### src/rtl/mult_pkg.sv
// Shared widths and operand/product types for the Baugh-Wooley multiplier.
package mult_pkg;
   localparam int MULT_N  = 4;
   localparam int MULT_PW = 2 * MULT_N;

   typedef logic signed [MULT_N-1:0]  operand_t;
   typedef logic signed [MULT_PW-1:0] product_t;
endpackage

### src/rtl/full_adder.sv
// One-bit full adder, the leaf cell of the multiplier array.
module full_adder (
   input  logic a,
   input  logic b,
   input  logic cin,
   output logic sum,
   output logic cout
);
   assign sum  = a ^ b ^ cin;
   assign cout = (a & b) | (a & cin) | (b & cin);
endmodule

### src/rtl/baugh_wooley_mult_4bit.sv
// Signed 4x4 Baugh-Wooley carry-save multiplier with a registered 8-bit product.
module baugh_wooley_mult_4bit
   import mult_pkg::*;
(
   input  logic                 clk,
   input  logic                 rst,
   input  logic                 in_valid,
   input  logic [MULT_N-1:0]    A,
   input  logic [MULT_N-1:0]    B,
   output logic                 out_valid,
   output logic [MULT_PW-1:0]   AB
);
   logic [MULT_N-1:0][MULT_PW-1:0] row_w;
   logic [MULT_N:0][MULT_PW-1:0]   sv;
   logic [MULT_N:0][MULT_PW-1:0]   cv;
   logic [MULT_N-1:0][MULT_PW-2:0] co;
   logic [MULT_PW-1:0]             rc;
   product_t                       prod;

   // Row j carries pp(i,j) at weight i+j; sign-row/column terms are inverted.
   for (genvar j = 0; j < MULT_N; j++) begin : g_row
      for (genvar k = 0; k < MULT_PW; k++) begin : g_bit
         if (k >= j && k < j + MULT_N) begin : g_pp
            localparam int I = k - j;
            if ((I == MULT_N-1) != (j == MULT_N-1)) begin : g_inv
               assign row_w[j][k] = ~(A[I] & B[j]);
            end else begin : g_pos
               assign row_w[j][k] = A[I] & B[j];
            end
         end else begin : g_zero
            assign row_w[j][k] = 1'b0;
         end
      end
   end

   // The two correction ones (weights 2^4 and 2^7) seed the carry vector.
   assign sv[0] = '0;
   assign cv[0] = 8'b1001_0000;

   for (genvar r = 0; r < MULT_N; r++) begin : g_csa
      for (genvar k = 0; k < MULT_PW - 1; k++) begin : g_fa
         full_adder u_fa (
            .a    (sv[r][k]),
            .b    (cv[r][k]),
            .cin  (row_w[r][k]),
            .sum  (sv[r+1][k]),
            .cout (co[r][k])
         );
      end
      assign sv[r+1][MULT_PW-1] = sv[r][MULT_PW-1] ^ cv[r][MULT_PW-1] ^ row_w[r][MULT_PW-1];
      assign cv[r+1]            = {co[r], 1'b0};
   end

   // Final ripple row; the carry out of the top bit is dropped.
   assign rc[0] = 1'b0;
   for (genvar k = 0; k < MULT_PW - 1; k++) begin : g_rip
      full_adder u_fa (
         .a    (sv[MULT_N][k]),
         .b    (cv[MULT_N][k]),
         .cin  (rc[k]),
         .sum  (prod[k]),
         .cout (rc[k+1])
      );
   end
   assign prod[MULT_PW-1] = sv[MULT_N][MULT_PW-1] ^ cv[MULT_N][MULT_PW-1] ^ rc[MULT_PW-1];

   always_ff @(posedge clk) begin
      if (rst) begin
         AB        <= '0;
         out_valid <= 1'b0;
      end else begin
         out_valid <= in_valid;
         if (in_valid) begin
            AB <= prod;
         end
      end
   end
endmodule

### config.mk
export PLATFORM = sky130hd
export DESIGN_NAME = baugh_wooley_mult_4bit
export DESIGN_NICKNAME = d
export VERILOG_FILES = /design/src/rtl/mult_pkg.sv /design/src/rtl/full_adder.sv /design/src/rtl/baugh_wooley_mult_4bit.sv
export SDC_FILE = /design/constraint.sdc
export NUM_CORES = 1
export LEC_CHECK = 0
export ABC_CLOCK_PERIOD_IN_PS = 5500
export CAP_MARGIN = 20
export CORE_MARGIN = 2
export CORE_UTILIZATION = 53
export CTS_CLUSTER_DIAMETER = 50
export DETAILED_ROUTE_END_ITERATION = 8
export GPL_ROUTABILITY_DRIVEN = 0
export PLACE_DENSITY = 0.84
export SYNTH_ARGS = -nofsm -noshare
export SYNTH_HDL_FRONTEND = slang
export SYNTH_HIERARCHICAL = 1
export SYNTH_SLANG_ARGS = --single-unit
export TNS_END_PERCENT = 5
### constraint.sdc
create_clock -name clk -period 5.5 [get_ports clk]
set_clock_uncertainty 0.2 [all_clocks]
set_input_delay 1.1 -clock clk [delete_from_list [all_inputs] [get_ports clk]]
set_output_delay 1.1 -clock clk [all_outputs]
set_load 0.005 [all_outputs]
==> results.json, run 1 <==
{
  "status": "finished, final reports clean",
  "drt_pass1_iterations": 4,
  "yosysMostFrequentCell": "fa_1",
  "grt_pass1_wl_mm": 3.95,
  "place_hpwl_mm": 1.85,
  "report.final.slew_viol_count": 0,
  "rsz0062_at_grt": "no",
  "numPortBuffers": 19,
  "end_kind": "register",
  "crit_path_max_fanout": 4,
  "antenna_found_initial": 0,
  "dieArea_um2": 2580,
  "synth_edf_count": 0,
  "power_density_nw_per_um2": 376,
  "period_minus_slack_ps": 5330,
  "max_slew_margin_pct": 64.3,
  "final_nets": 184,
  "finalSetupViolCount": 0,
  "fp.dieW_um": 50.8,
  "yosysSeqAreaShare_pct": 15.5,
  "timing.final.hold_violations": 0,
  "async_flop_share_pct": 0,
  "yosys_most_used_dff": "dfxtp_1",
  "vias_per_cell": 4.44,
  "required_ps": 5490,
  "hp-class": "register to register",
  "first_global_vias": 931,
  "worstMarginPinSlew_ps": 534,
  "diodes": 0,
  "placed_cells_incl_taps": 160,
  "start_util_pct": 57.4,
  "yosysUniqueCellTypes": 14,
  "cts_inserted_buffers": 3,
  "power.total_w": 0.000579,
  "clock_path_buffers": 2,
  "ys_ff_latch": 9,
  "ys_top_cells_by_count": "35 x fa_1, 10 x and2_1, 9 x dfxtp_1",
  "ios": 20,
  "fmax_mhz": 188,
  "synthTopCellsByArea": "fa_1 60%, dfxtp_1 16%, mux2i_1 6.0%",
  "clk_pin_slew_ps": 70,
  "rows": 16,
  "drc": 0,
  "postRouteAntennaNets": 0,
  "pre_cts_ws_ps": -309,
  "syn_inst": 84,
  "drive_above_1_share_pct": 8.03,
  "ir_drop_v": 0.000368,
  "crit_arrival_ps": 5320,
  "core-area_um2": 2020,
  "clock-sinks": 9,
  "wl_per_cell_um": 12.5,
  "layoutNonFillerInstCount": 164,
  "htreeDepth": 1,
  "cts_tree": "done",
  "synthToLayoutAreaGrowth_pct": 32.8,
  "grt.overflow.total": 0,
  "detail_route.iter0.violations": 7,
  "synth_area_leader_cell": "fa_1",
  "maxCapViolCount": 0,
  "syn_area_per_cell_um2": 13.8,
  "root_buffer": "clkbuf_4",
  "postCtsSetupBuffers": 0,
  "clk_latency_ps": 270,
  "fill_cells": 135,
  "power.leakage_nw": 0.676,
  "crit_type": "primary input to register",
  "setup_slack_ps": 174,
  "grt_start_max_net_pins": 11,
  "netlist.area_leader.share_pct": 60.4,
  "worst_setup_path_start_kind": "primary input",
  "yosysWarnings": 6,
  "via_count": 728,
  "fin_crit_sh_pct": 96.8,
  "syn_area_um2": 1160,
  "die_y_um": 50.8,
  "grt.total_usage_pct": 21.5,
  "routed_wl_mm": 2.05
}
==> report_power, final <==
part	internal [W]	total, W	leakage, nW	switching (W)
Clock	0.0000282	0.0000553	0.0150	0.0000271
Sequential	0.0000864	0.0000960	0.0745	0.00000960
Combinational	0.000229	0.000428	0.586	0.000199
==> path summary, 6_finish.rpt <==
check / start / end / slack, ps / cells after the start
max: B[0] / AB[7]$_SDFFE_PP0P_ / 170 / 12
min: AB[2]$_SDFFE_PP0P_ / AB[2]$_SDFFE_PP0P_ / 310 / 2
max reg2reg: AB[7]$_SDFFE_PP0P_ / AB[7]$_SDFFE_PP0P_ / 4610 / 2
min reg2reg: AB[2]$_SDFFE_PP0P_ / AB[2]$_SDFFE_PP0P_ / 310 / 2
==> registers in the layout (all words and copies together) (netlist names) <==
| signal | flops |
|---|---|
| AB | 8 |
| out_valid | 1 |
==> cell families after synthesis <==
group,after synthesis,synth area share (%)
fa+ha+maj,35,60.4
xor+xnor,3,5.07
mux,7,6.04
flops,9,15.5
simple gates,25,10.5
compound gates,1,1.08
other cells,2,0.647
buf+inv,2,0.754
==> placed cells by master (no fill, tap or decap), drive strengths merged <==
cell type      count
fa                35
conb              31
clkdlybuf4s50     19
and2              10
dfxtp              9
nor2               8
mux2i              7
nand2              6
clkbuf             4
buf                3
xnor3              1
xor2               1
xnor2              1
a211oi             1
nor2b              1
==> metrics by stage <==
step / cell area, µm² / hold slack (ps) / setup TNS, ps / utilization [%]
after floorplan: 1270 / 285 / 0 / -
after global placement: 1510 / 273 / -170 / 74.5
after detailed placement: 1510 / 295 / -309 / 74.5
after CTS: 1540 / 311 / 0 / 75.9
after global routing: 1540 / 349 / 0 / 76.2
final: 1540 / 311 / 0 / 76.2
==> routing by layer <==
metal,vias to the layer above,part of all wire (%),global-route usage (%)
li1,332,-,-
met3,2,2.9,4.76
met2,14,65,43.2
met1,380,31,22.0
met5,-,0,0
met4,0,0.68,4.95
==> worst max-delay path, stage by stage <==
cell and delay, ps:
clkdlybuf4s50_1 450, and2_1 170, fa_1 460, fa_1 520, fa_1 470, fa_1 430
fa_1 420, fa_2 360, fa_2 410, xor2_4 170, xnor2_1 140, a211oi_2 220
==> cell type report <==
type,count,area (µm²),share of cell area (%)
Timing Repair Buffer,22,213,13.8
Multi-Input combinational cell,102,1090,70.6
Tap cell,27,33.8,2.19
Clock buffer,4,26.3,1.71
Sequential cell,9,180,11.7
==> timing repair <==
item	CTS	global route
setup endpoints to repair	1	1
hold buffers	0	0
resized for setup	1	2
pin swaps	0	3
Note: power is estimated with default switching activity, not from simulation.
==> run 2: changes to the inputs <==
Settings changed: CORE_ASPECT_RATIO from default to 0.8.
==> run 2 against run 1 <==
Sequential power is essentially flat. Worst hold slack lost 19 ps. Final area shrank 0.33%. Critical endpoint unchanged. Clock-buffer cell count is the same. Critical path depth is the same. Die area is essentially flat. Utilization shrank 3.8 points.
==> results.json, run 2 (synthesized netlist as in run 1, its figures left out) <==
{
  "final_cell_mix": "33 x fa_1, 31 x conb_1, 19 x clkdlybuf4s50_1",
  "rows": 15,
  "grt.total_usage_pct": 17.6,
  "ir_drop_v": 0.000272,
  "detail_route.iter0.violations": 6,
  "slowest_stage": "fa_1",
  "cp_common_cell": "fa_1",
  "end_kind": "register",
  "root_buffer": "clkbuf_4",
  "hold-worst-slack_ps": 292,
  "cp_top_family": "adder cells",
  "crit_type": "primary input to register",
  "period_minus_slack_ps": 5330,
  "path_cells": "clkdlybuf4s50_1, and2_1, fa_1, fa_1, fa_1, fa_1, fa_1, fa_2, fa_2, xor2_4, xnor2_1, a211oi_2",
  "routed_wl_mm": 1.85,
  "grt_pass1_wl_mm": 3.33,
  "worstHoldPathCells": 2,
  "htreeDepth": 1,
  "fp.dieW_um": 56.3,
  "wl_per_cell_um": 11.4,
  "regMostFlops": "AB",
  "cts_inserted_buffers": 3,
  "worstMarginPinSlew_ps": 510,
  "report.final.slew_viol_count": 0,
  "drive_above_1_share_pct": 7.30,
  "power.total_w": 0.000558,
  "die_y_um": 45.8,
  "required_ps": 5480,
  "postCtsSetupBuffers": 0,
  "synthToLayoutAreaGrowth_pct": 32.4,
  "reg_top3": "AB (8), out_valid (1)",
  "final_nets": 184,
  "core-area_um2": 2120,
  "finalSetupViolCount": 0,
  "diodes": 0,
  "drt_pass1_iterations": 2,
  "first_global_vias": 844,
  "clock-sinks": 9,
  "vias_per_cell": 4.49,
  "cp_num_buf_inv": 1,
  "antenna_found_initial": 0,
  "dieArea_um2": 2580,
  "fin_tns_setup_ps": 0,
  "reg2reg_setup_slack_ps": 4620,
  "crit_arrival_ps": 5310,
  "cpPeakStageDelay_ps": 510,
  "numPortBuffers": 19,
  "power_density_nw_per_um2": 363,
  "rr_worst_depth": 2,
  "pre_cts_ws_ps": -269,
  "grt_start_max_net_pins": 11,
  "rsz0062_at_grt": "no",
  "setup_slack_ps": 169,
  "start_util_pct": 54.7,
  "hp-class": "register to register",
  "largest_reg_flops": 8,
  "fin_crit_sh_pct": 96.9,
  "worst_setup_path_start_kind": "primary input",
  "final_common_cell": "fa_1",
  "cp.depth": 12,
  "grt.overflow.total": 0,
  "ios": 20,
  "crit_path_max_fanout": 4,
  "postRouteAntennaNets": 0,
  "clk_latency_ps": 250,
  "clk_pin_slew_ps": 60,
  "final_core_util_pct": 72.4,
  "crit_start": "B[0]",
  "status": "finished, final reports clean",
  "max_slew_margin_pct": 65.9,
  "maxCapViolCount": 0,
  "clock_path_buffers": 2,
  "fmax_mhz": 188,
  "power.leakage_nw": 0.677,
  "cts_tree": "done",
  "place_hpwl_mm": 1.72,
  "r2r_end": "AB[7]$_SDFFE_PP0P_",
  "crit_path_end": "AB[7]$_SDFFE_PP0P_",
  "drc": 0,
  "via_count": 728,
  "r2r-start": "AB[7]$_SDFFE_PP0P_",
  "timing.final.hold_violations": 0
}
==> run 2: cell count changes in the layout (fill, tap and decap cells not counted) <==
cell	change
fa_1	+1
fa_2	-1
==> run 2: worst min-delay path by stage <==
stage	slack, ps	startpoint	to
after floorplan	290	AB[0]$_SDFFE_PP0P_	AB[0]$_SDFFE_PP0P_
after global placement	280	AB[0]$_SDFFE_PP0P_	AB[0]$_SDFFE_PP0P_
after detailed placement	280	AB[1]$_SDFFE_PP0P_	AB[1]$_SDFFE_PP0P_
after CTS	300	AB[1]$_SDFFE_PP0P_	AB[1]$_SDFFE_PP0P_
after global routing	320	AB[4]$_SDFFE_PP0P_	AB[4]$_SDFFE_PP0P_
final	290	AB[1]$_SDFFE_PP0P_	AB[1]$_SDFFE_PP0P_
==> run 2: tightest hold or removal path, stage by stage (launching register included) <==
cell,delay [ps]
dfxtp_1,320
mux2i_1,60
nor2_1,70
==> run 2: power by group <==
| group | internal [W] | switching [W] |
|---|---|---|
| clock network | 0.0000279 | 0.0000219 |
| logic | 0.000222 | 0.000189 |
| registers | 0.0000864 | 0.00000978 |
| total | 0.000337 | 0.000221 |
==> run 2: per-stage QoR <==
step	cell area, µm²	instances
finish	1540	162
global route	1540	162
CTS	1530	162
detailed placement	1500	158
global placement	1500	158
floorplan	1270	113
==> run 2: routing by layer <==
layer	track usage [%]	wire, µm	up-vias
met1	17.0	629	375
met5	0	0	-
li1	-	-	333
met2	36.2	1090	16
met3	4.83	81	4
met4	7.14	42	0
==> run 2: what timing repair did <==
| item | in CTS | in global routing |
|---|---|---|
| setup endpoints to repair | 0 | 1 |
| hold buffers | 0 | 0 |
| gates resized for setup | 0 | 2 |
==> run 2: cell type report <==
class,instances,area [µm²]
clock buffers,4,26.3
fillers,154,586
multi-input cells,102,1080
repair buffers,22,213
well taps,25,31.3
flip-flops and latches,9,180
==> run 3: changes to the inputs <==
Settings changed: GPL_TIMING_DRIVEN from default to 0.
==> run 3 against run 2 <==
Sequential power hardly changed. Worst hold slack better by 3.7 ps. Combinational power is 3% lower. First-iteration DRC count is 83% higher. Largest cell class unchanged. Clock power is 4.8% higher. Critical endpoint unchanged. Utilization is 1.5 points lower.
==> results.json, run 3 (synthesized netlist as in run 1, its figures left out) <==
{
  "grt_pass1_wl_mm": 3.37,
  "switching_share_pct": 39.6,
  "place_hpwl_mm": 1.71,
  "timing.final.hold_violations": 0,
  "diodes": 0,
  "p_clk_share_pct": 9.5,
  "power.total_w": 0.000547,
  "vias_per_cell": 4.53,
  "required_ps": 5490,
  "clock-sinks": 9,
  "cts_tree": "done",
  "root_buffer": "clkbuf_4",
  "cts_inserted_buffers": 3,
  "wl_per_cell_um": 11.6,
  "reg2reg_setup_slack_ps": 4650,
  "fmax_mhz": 188,
  "first_global_vias": 827,
  "dpl_cell_area_um2": 1470,
  "rsz0062_at_grt": "no",
  "reg_top3": "AB (8), out_valid (1)",
  "switchingPower_w": 0.000216,
  "multi_input_area_um2": 1080,
  "clock_path_buffers": 2,
  "final_cell_mix": "34 x fa_1, 31 x conb_1, 15 x clkdlybuf4s50_1",
  "power.leakage_nw": 0.679,
  "combPwrFrac_pct": 72.9,
  "largest_reg_flops": 8,
  "fin_area_um2": 1500,
  "drt_pass1_iterations": 4,
  "r2r_end": "AB[7]$_SDFFE_PP0P_",
  "drive_above_1_share_pct": 5.22,
  "detail_route.iter0.violations": 11,
  "report.final.slew_viol_count": 0,
  "final_core_util_pct": 70.9,
  "status": "finished, final reports clean",
  "maxCapViolCount": 0,
  "seqPwrFrac_pct": 17.6,
  "antenna_found_initial": 0,
  "grt.total_usage_pct": 17.8,
  "ir_drop_v": 0.000310,
  "r2r-start": "AB[7]$_SDFFE_PP0P_",
  "period_minus_slack_ps": 5330,
  "postCtsSetupBuffers": 0,
  "worst_setup_path_start_kind": "primary input",
  "ios": 20,
  "worstHoldPathCells": 2,
  "power.internal_w": 0.000331,
  "postRouteAntennaNets": 0,
  "fp.dieW_um": 56.3,
  "crit_path_max_fanout": 4,
  "routed_wl_mm": 1.84,
  "holdCritStartpoint": "AB[0]$_SDFFE_PP0P_",
  "final_common_cell": "fa_1",
  "die_y_um": 45.8,
  "final_nets": 181,
  "synthToLayoutAreaGrowth_pct": 29.7,
  "via_count": 720,
  "core-area_um2": 2120,
  "clk_pin_slew_ps": 70,
  "min_to": "AB[0]$_SDFFE_PP0P_",
  "seqCellArea_um2": 180,
  "drc": 0,
  "power_density_nw_per_um2": 364,
  "regMostFlops": "AB",
  "fin_crit_sh_pct": 96.9,
  "finalSetupViolCount": 0,
  "crit_arrival_ps": 5320,
  "crit_type": "primary input to register",
  "start_util_pct": 54.7,
  "numPortBuffers": 17,
  "rr_worst_depth": 2,
  "hp-class": "register to register",
  "dieArea_um2": 2580,
  "grt.overflow.total": 0,
  "htreeDepth": 1,
  "end_kind": "register",
  "clk_latency_ps": 260,
  "fill_cells": 159,
  "grt_start_max_net_pins": 11,
  "rows": 15
}
## run 3: changes by cell type in the layout (fill, tap and decap cells not counted)
| cell | before | now |
|---|---|---|
| dlymetal6s2s_1 | 0 | 2 |
| buf_2 | 0 | 1 |
| fa_1 | 33 | 34 |
| buf_4 | 3 | 0 |
| fa_2 | 2 | 1 |
| clkdlybuf4s50_1 | 19 | 15 |
| clkbuf_1 | 1 | 2 |
## run 3: cell type report
type | count | share of cell area (%)
timing repair buffer | 17 | 11.6
tap | 25 | 2.08
buffer | 2 | 0.582
multi-input combinational | 102 | 72.0
sequential | 9 | 12.0
clock buffer | 4 | 1.75
## run 3: worst max path at each step
stage / startpoint / end / slack [ps] / cells after the start
2_1_floorplan: A[2] / AB[7]$_SDFFE_PP0P_ / 400 / 11
3_3_place_gp: A[3] / AB[7]$_SDFFE_PP0P_ / -200 / 12
3_5_place_dp: B[0] / AB[7]$_SDFFE_PP0P_ / -290 / 12
4_1_cts: B[0] / AB[7]$_SDFFE_PP0P_ / 60 / 12
5_1_grt: A[2] / AB[7]$_SDFFE_PP0P_ / 6 / 12
6_report: A[2] / AB[7]$_SDFFE_PP0P_ / 170 / 12
## run 3: worst max-delay path: stages
cell and delay (ps):
clkdlybuf4s50_1 450, and2_1 190, fa_1 470, fa_1 450, fa_1 420, fa_1 510, fa_1 450, fa_1 390
fa_2 390, xor2_4 160, xnor2_1 140, a211oi_2 210
## run 3: what timing repair did
item / CTS / global route
pin swaps: 0 / 1
setup endpoints to repair: 1 / 1
hold buffers: 0 / 0
resized for setup: 1 / 2
## run 3: through the flow
stage	cells	setup TNS, ps	hold WS (ps)	setup slack [ps]
2_1_floorplan	113	0	285	404
3_3_place_gp	155	-199	275	-199
3_5_place_dp	155	-302	279	-288
4_1_cts	159	0	296	57.7
5_1_grt	159	0	325	6.29
6_report	159	0	296	169
## run 3: layer usage
layer / share of wire (%) / up-vias / track usage [%]
met5: 0 / - / 0
met4: 0.82 / 0 / 2.86
met3: 3.2 / 2 / 4.55
met2: 63 / 12 / 37.4
met1: 33 / 378 / 18.6
li1: - / 328 / -
## run 3: power groups by stage
stage	Clock [W]	Sequential [W]	Combinational [W]
global placement	0	0.0000964	0.000389
CTS	0.0000527	0.0000964	0.000402
detailed placement	0	0.0000974	0.000397
floorplan	0	0.0000986	0.000302
finish	0.0000522	0.0000961	0.000399
global route	0.0000568	0.0000992	0.000464
